[src/rtl/pc_pkg.sv]
// rtl/pc_pkg.sv - shared types and default vectors for the PC source stage
package pc_pkg;

    typedef enum logic [1:0] {
        RUN      = 2'd0,
        TRAP     = 2'd1,
        WAIT_ACK = 2'd2,
        HALT     = 2'd3
    } pc_state_t;

    localparam logic [31:0] DEFAULT_RESET_PC   = 32'h0000_0000;
    localparam logic [31:0] DEFAULT_EXC_VECTOR = 32'h0000_00FF;

endpackage

[src/rtl/pc_source_unit_if.sv]
// rtl/pc_source_unit_if.sv - source/control inputs and PC state outputs of the PC source stage
interface pc_source_unit_if #(
    parameter int WIDTH   = 32,
    parameter int NUM_SRC = 6,
    parameter int SEL_W   = 3,
    parameter int CNT_W   = 16
);
    logic [NUM_SRC*WIDTH-1:0] src_data;
    logic [SEL_W-1:0]         src_sel;
    logic                     pc_write;
    logic                     pc_write_cond;
    logic                     cond_true;
    logic                     hold;
    logic                     exc_ack;
    logic [WIDTH-1:0]         pc_target;
    logic [WIDTH-1:0]         pc;
    logic [WIDTH-1:0]         pc_prev;
    logic [WIDTH-1:0]         bad_addr;
    logic                     exc_pending;
    logic                     halted;
    logic [CNT_W-1:0]         redirect_cnt;

    modport master (
        output src_data, src_sel, pc_write, pc_write_cond, cond_true, hold, exc_ack,
        input  pc_target, pc, pc_prev, bad_addr, exc_pending, halted, redirect_cnt
    );

    modport slave (
        input  src_data, src_sel, pc_write, pc_write_cond, cond_true, hold, exc_ack,
        output pc_target, pc, pc_prev, bad_addr, exc_pending, halted, redirect_cnt
    );
endinterface

[src/rtl/pc_src_mux.sv]
// rtl/pc_src_mux.sv - N-way PC source selector; out-of-range selects fall back to the last source
module pc_src_mux #(
    parameter int WIDTH   = 32,
    parameter int NUM_SRC = 6,
    parameter int SEL_W   = 3
) (
    input  logic [NUM_SRC*WIDTH-1:0] i_src_data,
    input  logic [SEL_W-1:0]         i_sel,
    output logic [WIDTH-1:0]         o_target
);
    always_comb begin
        o_target = i_src_data[(NUM_SRC-1)*WIDTH +: WIDTH];
        for (int i = 0; i < NUM_SRC; i++) begin
            if (i_sel == SEL_W'(i)) begin
                o_target = i_src_data[i*WIDTH +: WIDTH];
            end
        end
    end
endmodule

[src/rtl/pc_source_unit.sv]
// rtl/pc_source_unit.sv - PC register with source select, misaligned-target trap and exception handshake
module pc_source_unit
    import pc_pkg::*;
#(
    parameter int               WIDTH       = 32,
    parameter int               NUM_SRC     = 6,
    parameter int               SEL_W       = 3,
    parameter logic [WIDTH-1:0] RESET_PC    = WIDTH'(DEFAULT_RESET_PC),
    parameter logic [WIDTH-1:0] EXC_VECTOR  = WIDTH'(DEFAULT_EXC_VECTOR),
    parameter bit               CHECK_ALIGN = 1'b1,
    parameter int               CNT_W       = 16
) (
    input  logic             clk,
    input  logic             reset,
    pc_source_unit_if.slave  bus
);
    pc_state_t        r_state, w_next;
    logic [WIDTH-1:0] w_target;
    logic [WIDTH-1:0] r_pc, r_prev, r_bad;
    logic             r_exc;
    logic [CNT_W-1:0] r_cnt;
    logic             w_load, w_mis;
    logic             w_take, w_capture, w_vector, w_clear;

    pc_src_mux #(.WIDTH(WIDTH), .NUM_SRC(NUM_SRC), .SEL_W(SEL_W)) u_mux (
        .i_src_data (bus.src_data),
        .i_sel      (bus.src_sel),
        .o_target   (w_target)
    );

    assign w_load = (bus.pc_write | (bus.pc_write_cond & bus.cond_true)) & ~bus.hold;
    assign w_mis  = CHECK_ALIGN && (w_target[1:0] != 2'b00);

    always_ff @(posedge clk or posedge reset) begin
        if (reset) r_state <= RUN;
        else       r_state <= w_next;
    end

    always_comb begin
        w_next = r_state;
        case (r_state)
            RUN:      if (w_load && w_mis) w_next = TRAP;
            TRAP:     if (!bus.hold) w_next = WAIT_ACK;
            WAIT_ACK: begin
                if (w_load && w_mis)              w_next = HALT;
                else if (bus.exc_ack && !bus.hold) w_next = RUN;
            end
            default:  w_next = HALT;
        endcase
    end

    // A misaligned load in WAIT_ACK wins over a same-cycle acknowledge.
    always_comb begin
        w_take    = 1'b0;
        w_capture = 1'b0;
        w_vector  = 1'b0;
        w_clear   = 1'b0;
        case (r_state)
            RUN: begin
                w_take    = w_load & ~w_mis;
                w_capture = w_load & w_mis;
            end
            TRAP:     w_vector = ~bus.hold;
            WAIT_ACK: begin
                w_take    = w_load & ~w_mis;
                w_capture = w_load & w_mis;
                w_clear   = bus.exc_ack & ~bus.hold & ~(w_load & w_mis);
            end
            default: ;
        endcase
    end

    always_ff @(posedge clk or posedge reset) begin
        if (reset) begin
            r_pc   <= RESET_PC;
            r_prev <= RESET_PC;
            r_bad  <= '0;
            r_exc  <= 1'b0;
            r_cnt  <= '0;
        end else begin
            if (w_take) begin
                r_pc   <= w_target;
                r_prev <= r_pc;
            end else if (w_vector) begin
                r_pc   <= EXC_VECTOR;
                r_prev <= r_pc;
            end
            if (w_capture) r_bad <= w_target;
            if (w_vector)     r_exc <= 1'b1;
            else if (w_clear) r_exc <= 1'b0;
            if ((w_take || w_vector) && (r_cnt != '1)) r_cnt <= r_cnt + 1'b1;
        end
    end

    assign bus.pc_target    = w_target;
    assign bus.pc           = r_pc;
    assign bus.pc_prev      = r_prev;
    assign bus.bad_addr     = r_bad;
    assign bus.exc_pending  = r_exc;
    assign bus.halted       = (r_state == HALT);
    assign bus.redirect_cnt = r_cnt;
endmodule
[src/flat_wrapper.sv]
// flat-port wrapper written by rule: the top's interface ports become plain ports
module pc_source_unit_flat import pc_pkg::*;
#(
    parameter int               WIDTH       = 32,
    parameter int               NUM_SRC     = 6,
    parameter int               SEL_W       = 3,
    parameter logic [WIDTH-1:0] RESET_PC    = WIDTH'(DEFAULT_RESET_PC),
    parameter logic [WIDTH-1:0] EXC_VECTOR  = WIDTH'(DEFAULT_EXC_VECTOR),
    parameter bit               CHECK_ALIGN = 1'b1,
    parameter int               CNT_W       = 16
)
  (clk, reset, bus_src_data, bus_src_sel, bus_pc_write, bus_pc_write_cond, bus_cond_true, bus_hold, bus_exc_ack, bus_pc_target, bus_pc, bus_pc_prev, bus_bad_addr, bus_exc_pending, bus_halted, bus_redirect_cnt);
  pc_source_unit_if #(.WIDTH(WIDTH), .NUM_SRC(NUM_SRC), .SEL_W(SEL_W), .CNT_W(CNT_W)) bus_i ();
  input  logic clk;
  input  logic reset;
  input wire logic [$bits(bus_i.src_data)-1:0] bus_src_data;
  input wire logic [$bits(bus_i.src_sel)-1:0] bus_src_sel;
  input wire logic [$bits(bus_i.pc_write)-1:0] bus_pc_write;
  input wire logic [$bits(bus_i.pc_write_cond)-1:0] bus_pc_write_cond;
  input wire logic [$bits(bus_i.cond_true)-1:0] bus_cond_true;
  input wire logic [$bits(bus_i.hold)-1:0] bus_hold;
  input wire logic [$bits(bus_i.exc_ack)-1:0] bus_exc_ack;
  output wire logic [$bits(bus_i.pc_target)-1:0] bus_pc_target;
  output wire logic [$bits(bus_i.pc)-1:0] bus_pc;
  output wire logic [$bits(bus_i.pc_prev)-1:0] bus_pc_prev;
  output wire logic [$bits(bus_i.bad_addr)-1:0] bus_bad_addr;
  output wire logic [$bits(bus_i.exc_pending)-1:0] bus_exc_pending;
  output wire logic [$bits(bus_i.halted)-1:0] bus_halted;
  output wire logic [$bits(bus_i.redirect_cnt)-1:0] bus_redirect_cnt;
  assign bus_i.src_data = bus_src_data;
  assign bus_i.src_sel = bus_src_sel;
  assign bus_i.pc_write = bus_pc_write;
  assign bus_i.pc_write_cond = bus_pc_write_cond;
  assign bus_i.cond_true = bus_cond_true;
  assign bus_i.hold = bus_hold;
  assign bus_i.exc_ack = bus_exc_ack;
  assign bus_pc_target = bus_i.pc_target;
  assign bus_pc = bus_i.pc;
  assign bus_pc_prev = bus_i.pc_prev;
  assign bus_bad_addr = bus_i.bad_addr;
  assign bus_exc_pending = bus_i.exc_pending;
  assign bus_halted = bus_i.halted;
  assign bus_redirect_cnt = bus_i.redirect_cnt;
  pc_source_unit #(.WIDTH(WIDTH), .NUM_SRC(NUM_SRC), .SEL_W(SEL_W), .RESET_PC(RESET_PC), .EXC_VECTOR(EXC_VECTOR), .CHECK_ALIGN(CHECK_ALIGN), .CNT_W(CNT_W)) u_core (.clk(clk), .reset(reset), .bus(bus_i));
endmodule
[config.mk]
export PLATFORM = sky130hd
export DESIGN_NAME = pc_source_unit_flat
export DESIGN_NICKNAME = d
export VERILOG_FILES = /design/src/rtl/pc_pkg.sv /design/src/rtl/pc_source_unit_if.sv /design/src/rtl/pc_src_mux.sv /design/src/rtl/pc_source_unit.sv /design/src/flat_wrapper.sv
export SDC_FILE = /design/constraint.sdc
export NUM_CORES = 1
export LEC_CHECK = 0
export BUFFER_PORTS_ARGS = -buffer_cell sky130_fd_sc_hd__buf_2
export CAP_MARGIN = 5
export CORE_MARGIN = 2
export CORE_UTILIZATION = 30
export DETAILED_ROUTE_END_ITERATION = 10
export SYNTH_ARGS = -nofsm -noshare
export SYNTH_HDL_FRONTEND = slang
export SYNTH_SLANG_ARGS = --single-unit
[constraint.sdc]
create_clock -name clk -period 3.8 [get_ports clk]
set_input_delay 0.19 -clock clk [delete_from_list [all_inputs] [get_ports clk]]
set_output_delay 0.19 -clock clk [all_outputs]
set_load 0.05 [all_outputs]
==> flow_metrics.py <==
metrics = {
    "detailed_routing": {
        "vias_per_cell": 4.972,
        "ant_nets": 0,
        "wl_per_cell_um": 19.37,
        "dr.pass1.iters": 4,
        "drt_wl_total_um": 23610,
        "drtIter0Drc": 188,
        "post-route-drc-count": 0,
        "vias": 6061,
    },
    "synth": {
        "yosys.area.top_type_share": 0.4542,
        "yosys_most_used_dff": "dfrtp_1",
        "syn-cell-area_um2": 6336,
        "ys_ff_latch": 115,
        "yosysWarnings": 0,
        "synth_area_per_cell_um2": 10.72,
        "netlist_instances": 591,
        "syn_nets": 794,
        "yosysTopAreaCell": "dfrtp_1",
        "ys_top_cells_by_area": "dfrtp_1 (45%), mux2_2 (16%), mux2i_1 (4.7%)",
        "synth_edf_count": 0,
        "ys_seq_area_frac": 0.4542,
        "ys_async_sr_fraction": 1.000,
        "synthDistinctLibCells": 45,
    },
    "flow_run": {
        "max-cap-violations": 0,
    },
    "timing": {
        "layout_min_cycle_time_ps": 2745,
        "finalSetupViolations": 0,
        "final-hold-violation-count": 0,
        "rsz0062_at_grt": "no",
        "worst_pin_slew_ps": 1149,
        "relSlewSlack": 0.2320,
        "setup_slack_ps": 1055,
        "hold_slack_ps": 77.05,
        "fin_skew_ps": 8.665,
        "slew_viol_final": 0,
        "period_share": 0.7224,
        "fmax_mhz": 364.3,
        "final.setup.tns_ps": 0,
    },
    "critical_path": {
        "crit_path_max_fanout": 39,
        "cp-start-kind": "input port",
        "crit_type": "in -> out",
        "crit_arrival_ps": 2560,
        "critical_path.max_stage_delay_ps": 480,
        "worst_setup_path_end_kind": "output port",
        "reg2reg_depth": 5,
        "cp_cell_sequence": "buf_4 > buf_4 > buf_4 > mux2i_1 > a22oi_1 > o21ai_0 > a21oi_1 > buf_2",
        "required_ps": 3610,
        "worst_path_most_repeated_cell": "buf_4",
        "slowest_stage": "buf_4",
    },
    "clock_tree": {
        "cts.sinks": 115,
        "cts_root_buf": "clkbuf_16",
        "cts_buffer_depth": 2,
        "insertion_delay_ps": 420,
        "cts_max_level": 4,
        "numCtsBuffers": 17,
        "tritoncts": "built",
        "clk_pin_slew_worst_paths_ps": 60,
    },
    "global_routing": {
        "grt_pass1_wl_um": 34960,
        "first_global_vias": 6092,
        "gr-total-overflow": 0,
        "grt_max_degree": 66,
        "grt_usage": 0.2112,
        "antenna_found_initial": 3,
    },
    "layout": {
        "multi_input_area_um2": 3273,
        "layout.nets": 1132,
        "regArea_um2": 2878,
        "area_growth_pct": 41.92,
        "layout_commonest_cell": "buf_2",
        "final_cell_mix": "buf_2 (346), dfrtp_1 (115), mux2_2 (90)",
        "nFillCells": 2096,
        "drive_gt1_frac": 0.5318,
        "final_util": 0.4305,
    },
    "floorplan": {
        "start_util": 0.3033,
        "die_w_um": 149.3,
        "die_area_um2": 22300,
        "core_area_um2": 20890,
        "die_y_um": 149.3,
        "pin_count": 348,
        "rows": 53,
    },
    "worst_hold_path": {
        "holdPathStages": 3,
        "hp-class": "in -> reg",
    },
    "placed_design": {
        "gp_congestion": 0.7975,
        "io_buffers": 347,
        "place_ws_ps": 679.3,
        "dp_hpwl_um": 17370,
    },
    "pwr": {
        "power.total_uw": 7843,
        "leakage_uw": 0.004461,
        "power.density_nw_per_um2": 872.2,
        "ir_worst_vdd_v": 0.0003711,
    },
    "status": {
        "outcome": "complete, no violations",
    },
}
-- flip-flops by register name (all words and copies together), names as in the netlist --
name and count:
u_core.bus.redirect_cnt 16, u_core.bus.pc_prev 32, u_core.r_state 2, u_core.bus.bad_addr 32
u_core.bus.pc 32, u_core.bus.exc_pending 1
-- kinds of logic (layout without fill, tap and decap cells) --
group	Yosys count	after routing	synth area share
buffers and inverters	48	399	0.03258
flip-flops	115	115	0.4542
XOR/XNOR	13	13	0.01916
AO/OA/AOI/OAI	150	150	0.1523
other	0	2	0
multiplexers	129	129	0.2364
adder cells (fa/ha/maj)	1	1	0.001974
AND/OR/NAND/NOR	135	135	0.1035
-- where the power goes --
part | switching [uW] | leakage, uW | internal [uW] | total, uW
logic | 2910 | 0.00277 | 1110 | 4020
clock network | 637 | 0.000298 | 1050 | 1690
registers | 359 | 0.00140 | 1780 | 2140
total | 3900 | 0.00446 | 3940 | 7840
-- final timing paths --
| kind | from | end | slack (ps) |
|---|---|---|---|
| max | bus_src_sel[0] | bus_pc_target[28] | 1050 |
| min | bus_hold | u_core.r_state[0] | 80 |
| max reg2reg | u_core.r_state[0] | u_core.bus.redirect_cnt[7] | 1280 |
| min reg2reg | u_core.bus.bad_addr[0] | u_core.bus.bad_addr[0] | 480 |
| max in group asynchronous | reset | u_core.bus.redirect_cnt[7] | 2380 |
| min in group asynchronous | reset | u_core.bus.pc_prev[9] | 520 |
-- through the flow --
step	instance area (um^2)	cells
floorplan	6336	591
global placement	8361	1184
detailed placement	8361	1184
CTS	8987	1217
global route	8992	1219
finish	8992	1219
-- critical path, delay by kind of cell --
family / cells / cell delay, ps
multiplexers: 1 / 260
AO/OA/AOI/OAI: 3 / 570
buffers and inverters: 4 / 1480
-- repair_timing --
action,in CTS,in global routing
buffers inserted,0,0
gates resized for setup,0,0
endpoints found under the hold margin,61,0
hold buffers,1,0
-- cell type report --
cell class                      instances  area share
Antenna cell                            2   0.0005566
Clock buffer                           17     0.04731
Clock inverter                         15     0.02129
Inverter                                5    0.002365
Multi-Input combinational cell        428      0.3640
Sequential cell                       115      0.3200
Tap cell                              275     0.03826
Timing Repair Buffer                  362      0.2062
-- synth_stat cells (2+ instances only) --
library cell / instances
xnor2_1: 11
o21ai_0: 50
a22oi_1: 23
o21a_1: 3
mux4_2: 7
nand4_1: 5
inv_1: 5
dfrtp_1: 115
and3_1: 6
clkbuf_1: 24
nor3_1: 5
nor2b_1: 4
and2_1: 26
nor2_1: 35
buf_2: 15
buf_1: 3
a21oi_1: 32
nand3_1: 9
a22o_1: 2
a21o_1: 2
o22a_1: 29
mux2_2: 90
nand2_1: 38
and4_1: 2
mux2i_1: 30
-- layer usage --
| layer | vias to the layer above | share of wire | track usage | wire [um] |
|---|---|---|---|---|
| li1 | 2844 | - | - | - |
| met1 | 2930 | 0.40 | 0.2413 | 9397 |
| met2 | 258 | 0.52 | 0.3859 | 12250 |
| met3 | 27 | 0.068 | 0.05627 | 1614 |
| met4 | 2 | 0.014 | 0.06095 | 335 |
| met5 | - | 0.00055 | 0 | 13 |
No activity file was read; power rests on OpenSTA's default activity.
